`src/rtl/piezo_tone_decoder_pkg.sv`:
```
// Shared types and constants for the piezo tone decoder.
// Optional build macro TONE_TOL_EN is consumed by piezo_tone_decoder.sv.
package piezo_tone_decoder_pkg;

  localparam int unsigned CLK_HZ     = 50_000_000;
  localparam int unsigned SILENCE_MS = 50;

  // Cycles without an edge before the tone is declared gone.
  localparam int unsigned DEFAULT_SILENCE_LIMIT = (CLK_HZ / 1000) * SILENCE_MS;

  typedef enum logic [1:0] {
    StIdle,
    StWaitEdge,
    StMeasure
  } state_e;

endpackage

```
`src/rtl/piezo_tone_decoder_if.sv`:
```
// Control and result signals of the piezo tone decoder.
// master drives enable and the raw piezo input; slave is the decoder.
interface piezo_tone_decoder_if #(
  parameter int unsigned CNT_W = 32
) ();

  logic             i_en;
  logic             i_piezo;
  logic [CNT_W-1:0] o_cnt_limit;
  logic             o_valid;
  logic             o_tone_on;

  modport master (
    output i_en,
    output i_piezo,
    input  o_cnt_limit,
    input  o_valid,
    input  o_tone_on
  );

  modport slave (
    input  i_en,
    input  i_piezo,
    output o_cnt_limit,
    output o_valid,
    output o_tone_on
  );

endinterface

```
`src/rtl/piezo_edge_sync.sv`:
```
// Multi-flop synchronizer for an asynchronous input plus a registered any-edge pulse.
// Reusable for any slow asynchronous level input.
module piezo_edge_sync #(
  parameter int unsigned SYNC_STAGES = 2
) (
  input  logic clk,
  input  logic rst,
  input  logic din,
  output logic any_edge
);

  logic [SYNC_STAGES-1:0] sync_q;
  logic                   prev_q;
  logic                   edge_q;

  always_ff @(posedge clk or posedge rst) begin
    if (rst) begin
      sync_q <= '0;
      prev_q <= 1'b0;
      edge_q <= 1'b0;
    end else begin
      sync_q <= {sync_q[SYNC_STAGES-2:0], din};
      prev_q <= sync_q[SYNC_STAGES-1];
      edge_q <= sync_q[SYNC_STAGES-1] ^ prev_q;
    end
  end

  assign any_edge = edge_q;

endmodule

```
`src/rtl/piezo_tone_decoder.sv`:
```
// Recovers a piezo generator's counter limit from the half-period of its square wave.
// Define TONE_TOL_EN to accept intervals within TOL cycles of each other as a match.
module piezo_tone_decoder
  import piezo_tone_decoder_pkg::*;
#(
  parameter int unsigned CNT_W         = 32,
  parameter int unsigned SYNC_STAGES   = 2,
  parameter int unsigned SILENCE_LIMIT = DEFAULT_SILENCE_LIMIT,
  parameter int unsigned STABLE_CNT    = 2
`ifdef TONE_TOL_EN
  ,
  parameter int unsigned TOL           = 2
`endif
) (
  input  logic                 clk,
  input  logic                 rst,
  piezo_tone_decoder_if.slave  bus
);

  localparam int unsigned      MW        = $clog2(STABLE_CNT + 1);
  localparam logic [CNT_W-1:0] SIL_MAX   = CNT_W'(SILENCE_LIMIT);
  localparam logic [CNT_W-1:0] SIL_HIT   = CNT_W'(SILENCE_LIMIT - 1);
  localparam logic [MW-1:0]    MATCH_MAX = MW'(STABLE_CNT);

  state_e           state_q, state_d;
  logic [CNT_W-1:0] icnt_q, icnt_d, icnt_inc;
  logic [CNT_W-1:0] last_q, last_d;
  logic [CNT_W-1:0] limit_q, limit_d;
  logic [MW-1:0]    mcnt_q, mcnt_d, mcnt_hit;
  logic             valid_q, valid_d;
  logic             tone_q, tone_d;
  logic             any_edge;
  logic             close, match, report, silence;

  piezo_edge_sync #(
    .SYNC_STAGES (SYNC_STAGES)
  ) u_edge_sync (
    .clk      (clk),
    .rst      (rst),
    .din      (bus.i_piezo),
    .any_edge (any_edge)
  );

`ifdef TONE_TOL_EN
  logic [CNT_W-1:0] diff;
  always_comb begin
    diff  = (icnt_q >= last_q) ? (icnt_q - last_q) : (last_q - icnt_q);
    close = (diff <= CNT_W'(TOL));
  end
`else
  always_comb close = (icnt_q == last_q);
`endif

  // Measurement bookkeeping; icnt_q is the interval M on an edge cycle.
  always_comb begin
    icnt_inc = (icnt_q == SIL_MAX) ? icnt_q : icnt_q + CNT_W'(1);
    silence  = (state_q == StMeasure) && !any_edge && (icnt_inc == SIL_HIT);
    // The first interval after WAIT_EDGE has nothing valid to compare against.
    match    = close && (mcnt_q != '0);
    if (match) begin
      mcnt_hit = (mcnt_q == MATCH_MAX) ? mcnt_q : mcnt_q + MW'(1);
    end else begin
      mcnt_hit = MW'(1);
    end
    report   = (mcnt_hit == MATCH_MAX);
  end

  always_ff @(posedge clk or posedge rst) begin
    if (rst) begin
      state_q <= StIdle;
    end else begin
      state_q <= state_d;
    end
  end

  always_comb begin
    state_d = state_q;
    if (!bus.i_en) begin
      state_d = StIdle;
    end else begin
      case (state_q)
        StIdle:     state_d = StWaitEdge;
        StWaitEdge: if (any_edge) state_d = StMeasure;
        StMeasure:  if (silence) state_d = StWaitEdge;
        default:    state_d = StIdle;
      endcase
    end
  end

  always_comb begin
    icnt_d  = any_edge ? '0 : icnt_inc;
    last_d  = last_q;
    mcnt_d  = mcnt_q;
    limit_d = limit_q;
    valid_d = 1'b0;
    tone_d  = tone_q;
    if (!bus.i_en || (state_q == StIdle)) begin
      icnt_d = '0;
      mcnt_d = '0;
      tone_d = 1'b0;
    end else if (state_q == StMeasure) begin
      if (any_edge) begin
        mcnt_d = mcnt_hit;
        if (!match) begin
          last_d = icnt_q;
        end
        if (report) begin
          limit_d = icnt_q;
          valid_d = 1'b1;
          tone_d  = 1'b1;
        end
      end else if (silence) begin
        mcnt_d = '0;
        tone_d = 1'b0;
      end
    end
  end

  always_ff @(posedge clk or posedge rst) begin
    if (rst) begin
      icnt_q  <= '0;
      last_q  <= '0;
      mcnt_q  <= '0;
      limit_q <= '0;
      valid_q <= 1'b0;
      tone_q  <= 1'b0;
    end else begin
      icnt_q  <= icnt_d;
      last_q  <= last_d;
      mcnt_q  <= mcnt_d;
      limit_q <= limit_d;
      valid_q <= valid_d;
      tone_q  <= tone_d;
    end
  end

  assign bus.o_cnt_limit = limit_q;
  assign bus.o_valid     = valid_q;
  assign bus.o_tone_on   = tone_q;

endmodule

```
`src/flat_wrapper.sv`:
```
// flat-port wrapper written by rule: the top's interface ports become plain ports
module piezo_tone_decoder_flat import piezo_tone_decoder_pkg::*;
#(
  parameter int unsigned CNT_W         = 32,
  parameter int unsigned SYNC_STAGES   = 2,
  parameter int unsigned SILENCE_LIMIT = DEFAULT_SILENCE_LIMIT,
  parameter int unsigned STABLE_CNT    = 2

)
  (clk, rst, bus_i_en, bus_i_piezo, bus_o_cnt_limit, bus_o_valid, bus_o_tone_on);
  piezo_tone_decoder_if #(.CNT_W(CNT_W)) bus_i ();
  input  logic clk;
  input  logic rst;
  input wire logic [$bits(bus_i.i_en)-1:0] bus_i_en;
  input wire logic [$bits(bus_i.i_piezo)-1:0] bus_i_piezo;
  output wire logic [$bits(bus_i.o_cnt_limit)-1:0] bus_o_cnt_limit;
  output wire logic [$bits(bus_i.o_valid)-1:0] bus_o_valid;
  output wire logic [$bits(bus_i.o_tone_on)-1:0] bus_o_tone_on;
  assign bus_i.i_en = bus_i_en;
  assign bus_i.i_piezo = bus_i_piezo;
  assign bus_o_cnt_limit = bus_i.o_cnt_limit;
  assign bus_o_valid = bus_i.o_valid;
  assign bus_o_tone_on = bus_i.o_tone_on;
  piezo_tone_decoder #(.CNT_W(CNT_W), .SYNC_STAGES(SYNC_STAGES), .SILENCE_LIMIT(SILENCE_LIMIT), .STABLE_CNT(STABLE_CNT)) u_core (.clk(clk), .rst(rst), .bus(bus_i));
endmodule
```
`config.mk`:
```
export PLATFORM = sky130hd
export DESIGN_NAME = piezo_tone_decoder_flat
export DESIGN_NICKNAME = d
export VERILOG_FILES = /design/src/rtl/piezo_tone_decoder_pkg.sv /design/src/rtl/piezo_tone_decoder_if.sv /design/src/rtl/piezo_edge_sync.sv /design/src/rtl/piezo_tone_decoder.sv /design/src/flat_wrapper.sv
export SDC_FILE = /design/constraint.sdc
export NUM_CORES = 1
export LEC_CHECK = 0
export BUFFER_PORTS_ARGS = -buffer_cell sky130_fd_sc_hd__buf_2
export CORE_MARGIN = 1
export CORE_UTILIZATION = 50
export DETAILED_ROUTE_END_ITERATION = 10
export GPL_TIMING_DRIVEN = 0
export HOLD_SLACK_MARGIN = 0.05
export PLACE_DENSITY = 0.67
export SYNTH_ARGS = -nofsm -noshare
export SYNTH_HDL_FRONTEND = slang
export SYNTH_HIERARCHICAL = 1
export SYNTH_SLANG_ARGS = --single-unit
```
`constraint.sdc`:
```
create_clock -name clk -period 4.2 [get_ports clk]
set_input_delay 0.63 -clock clk [delete_from_list [all_inputs] [get_ports clk]]
set_output_delay 0.63 -clock clk [all_outputs]
set_load 0.01 [all_outputs]
```
# Yosys cells after proc, flatten, opt, wreduce, memory -nomap -nowiden
# Index checks and enable logic that the tools add are counted.
# W data, S select, Z words.
word_totals:
  latch_bits: 0
  ramBits: 0
  mem_bits_ro: 0
  word_cells: 62
  out_inout_bits: 34
  mem_count: 0
  regBits: 106
  in_bits: 4
op_classes:
  n_mul: 0
  n_reduce_logical: 15
  shift: 0
  div_mod_pow: 0
  muxes: 22
  n_bitwise: 3
  addsub: 2
  eq_ne: 10
  n_lt_le_gt_ge: 0
op_table:
  columns: ["cell", "n"]
  rows:
  - ["$mux W32", 3]
  - ["$eq A32 B22 Y1 const B", 2]
  - ["$add A32 B1 Y32 const B", 1]
  - ["$eq A32 B32 Y1", 1]
  - ["$mux W2", 9]
  - ["$mux W1", 9]
  - ["$reduce_and A4 Y1", 2]
  - ["$eq A2 B2 Y1 const B", 3]
  - ["$pmux W2 S3", 1]
  - ["$reduce_and A2 Y1", 2]
  - ["$reduce_bool A2 Y1", 2]
  - ["$logic_and A1 B1 Y1", 3]
  - ["$ne A3 B1 Y1 const B", 1]
  - ["$ne A3 B2 Y1 const B", 1]
  - ["$ne A3 B3 Y1 const B", 1]
  - ["$reduce_and A3 Y1", 1]
  - ["$reduce_bool A3 Y1", 1]
  - ["$add A2 B1 Y2 const B", 1]
  - ["$eq A2 B1 Y1 const B", 1]
  - ["$logic_not A1 Y1", 2]
  - ["$logic_not A2 Y1", 1]
  - ["$not A1 Y1", 2]
  - ["$logic_or A1 B1 Y1", 1]
  - ["$xor A1 B1 Y1", 1]

# Depth between registers and ports, before layout
depth:
  depth_word: 8
  mapped_depth: 10

# Cells and area by module
# Netlist, hierarchy kept.
by_module_without_submodules:
  columns: ["module", "area_per_inst_um2", "cells_per_inst", "instances"]
  rows:
  - ["piezo_tone_decoder", 5313.8, 487, 1]
  - ["piezo_edge_sync", 112.6, 6, 1]

# Least setup slack after synthesis
# No wires, ideal clock.
synth_timing:
  path_kind: "reg2reg"
  startpoint: "register u_core.icnt_q[0]"
  endpoint: "register u_core.state_q[0]"
  path_stages_with_launch: 11
  period_less_slack_ps: 2753
  required_time_ps: 4133
  path_slack_ps: 1447
  t_arrival_ps: 2685
  cell_sequence: "dfrtp_1 ha_1 buf_2 nand3_2 or4_1 clkbuf_1 o31a_1 nor4_1 nand4_1 nor4_4 a32o_1"
synth_via:
  elab_chain_cells: 6
  word_cells_on_any_way: 7
  cone_classes: "add/sub: 1; eq/ne: 3; mux: 1; reduce/logical: 2"
synth_lines:
  columns: ["element", "line_no", "rtl"]
  rows:
  - ["start, declared", "piezo_tone_decoder.sv:26", "logic [CNT_W-1:0] icnt_q, icnt_d, icnt_inc;"]
  - ["start signal, assigned", "piezo_tone_decoder.sv:128", "icnt_q <= icnt_d;"]
  - ["$add A32 B1 Y32 / $eq A32 B22 Y1 (equally long branches)", "piezo_tone_decoder.sv:56", "icnt_inc = (icnt_q == SIL_MAX) ? icnt_q : icnt_q + CNT_W'(1);"]
  - ["$mux W32 *", "piezo_tone_decoder.sv:56", null]
  - ["$eq A32 B22 Y1 *", "piezo_tone_decoder.sv:57", "silence = (state_q == StMeasure) && !any_edge && (icnt_inc == SIL_HIT);"]
  - ["$logic_and A1 B1 Y1 *", "piezo_tone_decoder.sv:57", null]
  - ["$ne A3 B2 Y1 (no line) *", null, null]
  - ["$reduce_and A2 Y1 (no line) *", null, null]
  - ["end signal, assigned", "piezo_tone_decoder.sv:70", "state_q <= StIdle;"]
  - ["end signal, assigned", "piezo_tone_decoder.sv:72", "state_q <= state_d;"]
  - ["end, declared", "piezo_tone_decoder.sv:25", "state_e state_q, state_d;"]
# Every way passes the cells marked *; elsewhere a longest branch is shown, timed or not.
# A chain may end at the register's enable or synchronous reset.

# Worst setup path in the final report
layout_timing:
  startpoint: "register u_core.icnt_q[4]"
  endpoint: "register u_core.limit_q[7] (netlist: u_core/bus.o_cnt_limit[7])"
layout_via:
  elab_chain_cells: 5
layout_lines:
  columns: ["element", "line_no", "rtl"]
  rows:
  - ["$eq A32 B32 Y1", "piezo_tone_decoder.sv:51", "always_comb close = (icnt_q == last_q);"]
  - ["$logic_and A1 B1 Y1", "piezo_tone_decoder.sv:59", "match = close && (mcnt_q != '0);"]
  - ["$mux W2", "piezo_tone_decoder.sv:60", "if (match) begin"]
  - ["$eq A2 B2 Y1", "piezo_tone_decoder.sv:65", "report = (mcnt_hit == MATCH_MAX);"]
  - ["$reduce_and A4 Y1 (no line)", null, null]
  - ["end signal, assigned", "piezo_tone_decoder.sv:131", "limit_q <= limit_d;"]
  - ["end, declared", "piezo_tone_decoder.sv:28", "logic [CNT_W-1:0] limit_q, limit_d;"]
# Every way passes these cells.

==> flow_metrics.env <==
export IMPL_startpoint_type="flip-flop"
export IMPL_fin_ws_ns=0.667
export IMPL_critPathBufInv=3
export IMPL_area_growth_pct=10.3
export IMPL_crit_fanout=10
export IMPL_post_cts_buffers=0
export IMPL_die_x_um=106
export IMPL_top_layer="met4"
export IMPL_antenna_cells=0
export IMPL_start_util_pct=52.1
export IMPL_period_share_pct=84.1
export IMPL_routed_wl_met2_um=5500
export IMPL_cpPeakStageDelay_ns=0.55
export IMPL_first_pass_iters=5
export IMPL_postSynthCellCount=493
export IMPL_cp_cell_sequence="buf_1 > xor2_1 > nor4_1 > nand4_1 > nor4_1 > and4_1 > buf_2 > clkbuf_1 > mux2_2"
export IMPL_maxSlewViolCount=0
export IMPL_grt_usage_pct=22.7
export IMPL_skew_ns=0.00982
export IMPL_numPortBuffers=36
export IMPL_grt_pass1_wl_um=19500
export IMPL_wl_met1_um=5610
export IMPL_ys_top_cells_by_count="dfrtp_1 (106), mux2_2 (65), clkbuf_1 (31), xnor2_1 (30), nor2_1 (29)"
export IMPL_stdcell_count=682
export IMPL_drt_iter0_drc=154
export IMPL_antenna_found_initial=0
export IMPL_synth_most_common_cell="dfrtp_1"
export IMPL_cts_root_buf="clkbuf_8"
export IMPL_grt_pass1_vias=3705
export IMPL_synth_area_leaders="dfrtp_1 (49%), mux2_2 (13%), xnor2_1 (4.8%)"
export IMPL_synth_edf_count=0
export IMPL_max_freq_ghz=0.283
export IMPL_vdd_drop_max_v=0.000172
export IMPL_dp_hpwl_um=8520
export IMPL_dp_cells=666
export IMPL_rows=37
export IMPL_routabilityCongestion=0.899
export IMPL_io_pins=38
export IMPL_required_ns=4.47
export IMPL_vias=3863
export IMPL_layout_nets=548
export IMPL_cts_buffer_depth=2
export IMPL_clock_sinks=106
export IMPL_syn_area_mm2=0.00543
export IMPL_wirelength_um=11900
export IMPL_synth_top_cell_area_share_pct=48.9
export IMPL_max_cap_violations=0
export IMPL_grt_max_degree=69
export IMPL_post_cts_resized=0
export IMPL_status="finished, final reports clean"
export IMPL_p_switching_uw=447
export IMPL_synth_largest_area_cell="dfrtp_1"
export IMPL_viasPerCell=5.66
export IMPL_ys_seq_elements=106
export IMPL_dieArea_mm2=0.0113
export IMPL_critical_path_class="flip-flop to flip-flop"
export IMPL_cpMostUsedCell="nor4_1"
export IMPL_async_flop_share_pct=100
export IMPL_synth_distinct_cells=50
export IMPL_intPower_mw=1.29
export IMPL_cts_hold_buf=0
export IMPL_syn_area_per_cell_um2=11.0
export IMPL_pre_cts_ws_ns=0.596
export IMPL_finalSetupViolations=0
export IMPL_h_tree_depth=3
export IMPL_fp_dieH_um=106
export IMPL_core_area_mm2=0.0104
export IMPL_worst_pin_slew_ns=1.06
export IMPL_p_sw_share_pct=25.8
export IMPL_endpoint_kind="flip-flop"
export IMPL_overflow=0
export IMPL_clk_pin_slew_worst_paths_ns=0.10
export IMPL_slowest_stage="nor4_1"
export IMPL_yosysWarnings=6
export IMPL_p_clk_share_pct=33.1
export IMPL_synth_seq_area_share_pct=48.9
export IMPL_powerDensity_mw_per_mm2=290
export IMPL_hold_viol=0
export IMPL_register_area_mm2=0.00265
export IMPL_cts_tree="done"
export IMPL_critPathArrivalTime_ns=3.80
export IMPL_antenna_left=0
export IMPL_avgRoutedWirePerCell_um=17.5
export IMPL_min_path_type="primary input to async pin"
export IMPL_drive_gt1_share_pct=26.6
export IMPL_p_leak_nw=2.78
export IMPL_synth_nets=500
export IMPL_cts_made_buffers=9
export IMPL_drc_errors=0
export IMPL_rsz0062_at_grt="no"
export IMPL_fillCellCount=920
export IMPL_multi_input_comb_area_mm2=0.00252
export IMPL_power_frac_comb_pct=6.8
export IMPL_slew_headroom_pct=28.8
export IMPL_crit_family="simple AND/OR/NAND/NOR gates"
export IMPL_wl_met3_um=491
export IMPL_synth_top_flop_cell="dfrtp_1"
export IMPL_seqPwrFrac_pct=60.1
export IMPL_finalWorstPathRequiredPeriod_ns=3.53
export IMPL_clk_insertion_delay_late_ns=0.38
## path summary, 6_finish.rpt
check	startpoint	end	cells past startpoint	slack, ns
max in group asynchronous	rst	u_core/last_q[23]$_DFFE_PP0P_	3	3.21
min in group clk	bus_i_piezo	u_core/u_edge_sync/sync_q[0]$_DFF_PP0_	1	0.35
min reg2reg	u_core/u_edge_sync/sync_q[0]$_DFF_PP0_	u_core/u_edge_sync/sync_q[1]$_DFF_PP0_	0	0.36
min	rst	u_core/u_edge_sync/sync_q[0]$_DFF_PP0_	2	0.14
max reg2reg	u_core/icnt_q[4]$_DFF_PP0_	u_core/bus.o_cnt_limit[7]$_DFFE_PP0P_	9	0.67
max	u_core/icnt_q[4]$_DFF_PP0_	u_core/bus.o_cnt_limit[7]$_DFFE_PP0P_	9	0.67
## power by group through the flow
stage / combinational, mW / sequential [mW] / clock (mW)
floorplan: 0.0844 / 1.06 / 0
global placement: 0.113 / 1.06 / 0
detailed placement: 0.119 / 1.06 / 0
CTS: 0.119 / 1.04 / 0.594
global route: 0.132 / 1.05 / 0.621
finish: 0.118 / 1.04 / 0.574
## metal layers
layer / vias up / GRT usage, %
li1: 1825 / -
met1: 1925 / 32.0
met2: 92 / 35.0
met3: 21 / 3.25
met4: 0 / 9.62
met5: - / 0
## flip-flops by register name (all words and copies together), names as in the netlist
register                     count
u_core/icnt_q                   32
u_core/state_q                   2
u_core/bus.o_cnt_limit          32
u_core/bus.o_valid               1
u_core/u_edge_sync/any_edge      1
u_core/bus.o_tone_on             1
u_core/u_edge_sync/prev_q        1
u_core/mcnt_q                    2
u_core/u_edge_sync/sync_q        2
u_core/last_q                   32
## kinds of logic after synthesis
group | after synthesis | synth area share, %
compound gates | 48 | 6.06
mux | 70 | 14.4
buf+inv | 61 | 4.70
xor+xnor | 57 | 9.20
fa+ha+maj | 3 | 0.692
flops | 106 | 48.9
simple gates | 148 | 16.0
## layout by cell type (no fill, tap or decap), drive strengths merged, types with 3 or more instances in the layout
master	count
ha	3
and4	6
o21ai	9
mux2	65
nor4	19
nor4b	4
or3	7
nand2	18
or4	5
a21oi	15
o31a	3
nor3	6
nor2b	5
inv	15
clkbuf	43
and2	4
nand3	22
xor2	27
nand4	12
clkinv	3
xnor2	30
a31oi	4
buf	51
nand2b	3
o211ai	6
dfrtp	106
mux2i	5
nor2	29
## per-stage QoR
step	hold WS (ns)	util (%)	power [mW]	instance area (µm²)	TNS (ns)
final	0.137	57.4	1.74	5980	0
after global routing	0.146	57.4	1.80	5980	0
after detailed placement	0.344	55.8	1.18	5810	0
after CTS	0.139	57.4	1.76	5980	0
after global placement	0.333	55.5	1.18	5780	-30.70
after floorplan	0.331	-	1.15	5430	0
## final cells by class
| class | count | area share, % |
|---|---|---|
| tap | 136 | 2.84 |
| buffer | 47 | 3.39 |
| clock inverter | 6 | 0.711 |
| inverter | 14 | 0.920 |
| timing repair buffer | 37 | 3.47 |
| sequential | 106 | 44.3 |
| clock buffer | 10 | 2.13 |
| multi-input combinational | 326 | 42.2 |
Note: power is estimated with default switching activity, not from simulation.
